--- src/rtl/switch_decoder_db.sv ---
// Switch bank front end: synchronises a raw bouncing switch vector and
// debounces it as a whole word. It then drives a registered LED vector in one
// of four decode modes. The accepted code and a one-cycle change strobe are
// exported for downstream logic.
module switch_decoder_db #(
    parameter int SW_W            = 4,
    parameter int DEBOUNCE_CYCLES = 4,
    localparam int LED_W          = 2 ** SW_W,
    localparam int CNT_W          = $clog2(DEBOUNCE_CYCLES + 1)
) (
    input  logic             clk,
    input  logic             rst,
    input  logic [SW_W-1:0]  sw,
    input  logic [1:0]       mode,
    output logic [LED_W-1:0] led,
    output logic [SW_W-1:0]  code,
    output logic             changed
);

    // Decode mode encodings
    localparam logic [1:0] MODE_ONE_HOT = 2'd0;
    localparam logic [1:0] MODE_THERMO  = 2'd1;
    localparam logic [1:0] MODE_PASS    = 2'd2;
    localparam logic [1:0] MODE_BLANK   = 2'd3;

    // Counter value meaning "candidate has been stable long enough"
    localparam logic [CNT_W-1:0] CNT_MAX = CNT_W'(DEBOUNCE_CYCLES - 1);

    // LED pattern for a given code and mode. The thermometer pattern is
    // derived from the one-hot pattern: (1 << c) - 1 sets every bit below c.
    // For the top code it therefore leaves only the MSB clear.
    function automatic logic [LED_W-1:0] decode_led(
        input logic [SW_W-1:0] c,
        input logic [1:0]      m
    );
        logic [LED_W-1:0] one_hot;
        logic [LED_W-1:0] result;
        one_hot = {{(LED_W-1){1'b0}}, 1'b1} << c;
        case (m)
            MODE_ONE_HOT: result = one_hot;
            MODE_THERMO:  result = one_hot - {{(LED_W-1){1'b0}}, 1'b1};
            MODE_PASS:    result = {{(LED_W-SW_W){1'b0}}, c};
            MODE_BLANK:   result = {LED_W{1'b0}};
            default:      result = {LED_W{1'b0}};
        endcase
        return result;
    endfunction

    // Synchroniser stages
    logic [SW_W-1:0]  sync1_r;
    logic [SW_W-1:0]  sync2_r;

    // Debounce state
    logic [SW_W-1:0]  cand_r;
    logic [CNT_W-1:0] cnt_r;

    // Output registers
    logic [SW_W-1:0]  code_r;
    logic [LED_W-1:0] led_r;
    logic             changed_r;

    // Next-state values
    logic [SW_W-1:0]  cand_next_s;
    logic [CNT_W-1:0] cnt_next_s;
    logic             accept_s;
    logic [SW_W-1:0]  code_next_s;
    logic [LED_W-1:0] led_next_s;

    // Two-flop synchroniser for the asynchronous switch pins
    always_ff @(posedge clk) begin
        if (rst) begin
            sync1_r <= {SW_W{1'b0}};
            sync2_r <= {SW_W{1'b0}};
        end else begin
            sync1_r <= sw;
            sync2_r <= sync1_r;
        end
    end

    // Candidate tracking: a new synchronised value restarts the stability count.
    // An unchanged value counts up and then saturates, so it never wraps.
    always_comb begin
        cand_next_s = cand_r;
        cnt_next_s  = cnt_r;
        if (sync2_r != cand_r) begin
            cand_next_s = sync2_r;
            cnt_next_s  = {CNT_W{1'b0}};
        end else if (cnt_r < CNT_MAX) begin
            cnt_next_s = cnt_r + {{(CNT_W-1){1'b0}}, 1'b1};
        end else begin
            cnt_next_s = cnt_r;
        end
    end

    // Acceptance: the candidate must still be stable, fully counted, and new.
    // A glitch that settles back on the current code therefore never strobes.
    always_comb begin
        accept_s    = (sync2_r == cand_r) && (cnt_r == CNT_MAX) && (cand_r != code_r);
        code_next_s = code_r;
        if (accept_s) begin
            code_next_s = cand_r;
        end else begin
            code_next_s = code_r;
        end
        led_next_s = decode_led(code_next_s, mode);
    end

    // Debounce state registers
    always_ff @(posedge clk) begin
        if (rst) begin
            cand_r <= {SW_W{1'b0}};
            cnt_r  <= {CNT_W{1'b0}};
        end else begin
            cand_r <= cand_next_s;
            cnt_r  <= cnt_next_s;
        end
    end

    // Output registers: led follows the code value being loaded on this edge
    always_ff @(posedge clk) begin
        if (rst) begin
            code_r    <= {SW_W{1'b0}};
            led_r     <= {LED_W{1'b0}};
            changed_r <= 1'b0;
        end else begin
            code_r    <= code_next_s;
            led_r     <= led_next_s;
            changed_r <= accept_s;
        end
    end

    assign code    = code_r;
    assign led     = led_r;
    assign changed = changed_r;

endmodule

--- config.mk ---
export PLATFORM = sky130hd
export DESIGN_NAME = switch_decoder_db
export DESIGN_NICKNAME = d
export VERILOG_FILES = /design/src/rtl/switch_decoder_db.sv
export SDC_FILE = /design/constraint.sdc
export NUM_CORES = 1
export LEC_CHECK = 0
export CORE_MARGIN = 2
export CORE_UTILIZATION = 57
export DETAILED_ROUTE_END_ITERATION = 10
export PLACE_DENSITY = 0.84
export SLEW_MARGIN = 20
export SYNTH_ARGS = -nofsm -noshare
export SYNTH_HDL_FRONTEND = slang
export SYNTH_SLANG_ARGS = --single-unit
--- constraint.sdc ---
create_clock -name clk -period 4.2 [get_ports clk]
set_input_delay 0.42 -clock clk [delete_from_list [all_inputs] [get_ports clk]]
set_output_delay 0.42 -clock clk [all_outputs]
set_load 0.01 [all_outputs]
==> key figures <==
Clocking
  – Root Buffer: clkbuf_4
  – CTS Buf Count: 5
  – Clock buffer depth: 2
  – Post-CTS setup buffers: 0
  – CTS H-tree lvls: 2
  – Hold-fix buffers at CTS: 0
  – Sink Count: 36
  – CTS tree: done
  – Clock insertion delay at the later pin of the skew report: 0.35 ns
  – CTS resizes: 0
  – Clk slew on worst S/H paths: 0.11 ns

Critical path
  – CP endpoint kind: flop
  – Critical Path Fanout Max: 13
  – Worst setup path start: cand_r[3]
  – Reg-to-reg startpoint: cand_r[3]
  – Flop2flop setup slack: between 1 and 1.5 ns
  – FF-to-FF End: led[6]
  – CP arrival: 3.33 ns
  – Critical path data required time: 4.43 ns
  – CP Class: flop to flop
  – Worst setup SP type: flop
  – R2R depth: 10

Synthesis
  – Yosys reg bits: 36
  – Syn nets: 210
  – Synth area leaders: dfxtp_1 39%, mux2i_1 4.9%, xnor2_4 4.5%, nor2b_1 4.4%, nand2_1 3.7%
  – Synth Warn #: 0
  – Number of flops mapped to enable cells by yosys: 0
  – Primary FF master, synth: dfxtp_1
  – Syn Inst Count: 199
  – Ys async rst share: 0
  – Distinct cells, synth: 47
  – Synth area leader: dfxtp_1
  – Syn avg cell area: about 9.2 sq um
  – Post-synthesis cell area: 0.00183 sq mm
  – Yosys top cell area share: 0.394
  – Seq/Total Area, Yosys: 0.394

Finish
  – Most common cell after layout, fill and taps aside: dfxtp_1
  – Share of layout cells above drive strength 1: 0.104
  – Synthesis-to-layout area growth: 18.9%
  – Final nets: 232
  – Fin util: 0.712
  – Diode count: 0
  – Area of the multi-input gates: 0.00102 sq mm
  – Filler cell count: 268
  – Seq. cell area: 721 sq um
  – Most frequent cells in the layout: 36 x dfxtp_1, 28 x clkdlybuf4s50_1, 18 x nor2_1, 18 x nand2_1

Route
  – Total wire length: 4030 microns
  – Antenna viol nets, final: 0
  – TritonRoute pass-1 iters: 4
  – Vias/cell: roughly 5.7
  – Drt initial violations: 93
  – DR DRC count: 0
  – Drt wl/cell: roughly 15 microns
  – Via Count: ~1500

Worst hold path
  – HP Start: sync1_r[0]
  – Hold Crit Class: flop to flop
  – End of the worst hold path: sync2_r[0]
  – WHS Path Cells: 1

Die
  – Die area: ~0.0037 sq mm
  – Die Ht: 60.6 microns
  – IO Count: 29
  – Initial core utilization: 0.599
  – FP Rows: 20
  – Die width: around 60 microns
  – Core box area: 0.00305 sq mm

Placed design
  – GP Congestion: around 0.88
  – Final HPWL DP: 2870 microns
  – Port bufs: 28
  – Worst slack at placement: around 1.2 ns

Power
  – Pwr Density: between 300 and 400 mW/mm^2
  – Overall power: about 0.00066 W
  – Pleak: 0.778 nW
  – Max VDD drop: approximately 0.26 mV

STA
  – Final worst-path setup slack: 1.10 ns
  – Final setup viols: 0
  – Post-route setup TNS: 0 ns
  – Hold Fails Final Rpt: 0
  – Tcrit/Tclk final: 0.737
  – Relative slew slack: 0.463
  – Max Slew Vio Count: 0
  – Max Fclk: 323 MHz
  – Clock skew: approximately 0.013 ns
  – RSZ-0062 raised after global routing: no
  – Tmin final: between 3 and 4 ns
  – Slew @ Worst Pin: between 0.7 and 0.8 ns

Global route
  – Largest net degree at the start of global routing: 25
  – GR Overflow Total: 0
  – Initial antenna violation count: 0
  – GRT Overall Usage: 0.249
  – Vias in the first global route: 1422
  – First-pass GRT wire length: 6680 microns

Run
  – Max Cap Violations: 0

Run status
  – Outcome: complete, no violations
[synth_stat cells (4+ instances only)]
library cell,count
a21oi_1,13
clkbuf_1,9
dfxtp_1,36
mux2_2,4
mux2i_1,9
nand2_1,18
nand3_1,6
nand3b_1,4
nor2_1,18
nor2b_1,13
o21ai_0,7
xor2_1,4
[flip-flops by register name, summed over array words and instances (netlist names)]
signal and flops:
sync2_r 4, led 16, cnt_r 3, sync1_r 4
changed 1, code 4, cand_r 4
[critical path, cell delays in order (launching register included)]
cell and delay [ns]:
dfxtp_1 0.66, xnor2_4 0.15, and4_1 0.27, nand2_2 0.28, a31oi_1 0.23, or2_2 0.32
ha_1 0.23, nand2_1 0.18, and3_1 0.29, a21oi_1 0.09, o41ai_1 0.30
[report_power, final]
group / switching [W] / total [W] / internal [W]
Clock: 0.000121 / 0.000245 / 0.000124
Combinational: 0.0000272 / 0.0000546 / 0.0000274
Sequential: 0.00000832 / 0.000357 / 0.000349
Total: 0.000157 / 0.000657 / 0.000500
[through the flow]
stage | hold slack [ns] | cell area (sq um) | std cells
final | 0.449 | 2170 | 266
after floorplan | 0.414 | 1830 | 199
after detailed placement | 0.424 | 2090 | 258
after global placement | 0.419 | 2090 | 258
after CTS | 0.450 | 2170 | 266
after global routing | 0.469 | 2170 | 266
[metal layers]
metal  global-route usage  up-vias  wire length, microns
li1                     -      747                     -
met1                0.343      719                  1830
met2                0.378       50                  1930
met3               0.0725        2                   250
met4               0.0807        0                    19
met5                    0        -                     0
[cell type report]
class,instances,area share
Sequential cell,36,0.332
Multi-Input combinational cell,146,0.469
Clock buffer,5,0.0173
Timing Repair Buffer,29,0.132
Clock inverter,3,0.0196
Inverter,3,0.00518
Tap cell,44,0.0253
[how the worst max path moves through the flow]
stage / endpoint / slack (ns)
6_report: led[6] / 1.10
5_1_grt: led[6] / 0.89
4_1_cts: led[6] / 1.12
3_5_place_dp: led[6] / 1.19
3_3_place_gp: led[6] / 1.21
2_1_floorplan: led[10] / 1.49
[kinds of logic (layout without fill, tap and decap cells)]
group / count (synthesis) / in the layout / synth area share
buffers and inverters: 17 / 40 / 0.0486
AO/OA/AOI/OAI: 41 / 41 / 0.145
flip-flops: 36 / 36 / 0.394
AND/OR/NAND/NOR: 81 / 81 / 0.244
XOR/XNOR: 8 / 8 / 0.0732
multiplexers: 13 / 13 / 0.0739
adder cells (fa/ha/maj): 3 / 3 / 0.0205
(Power assumes the default switching activity.)
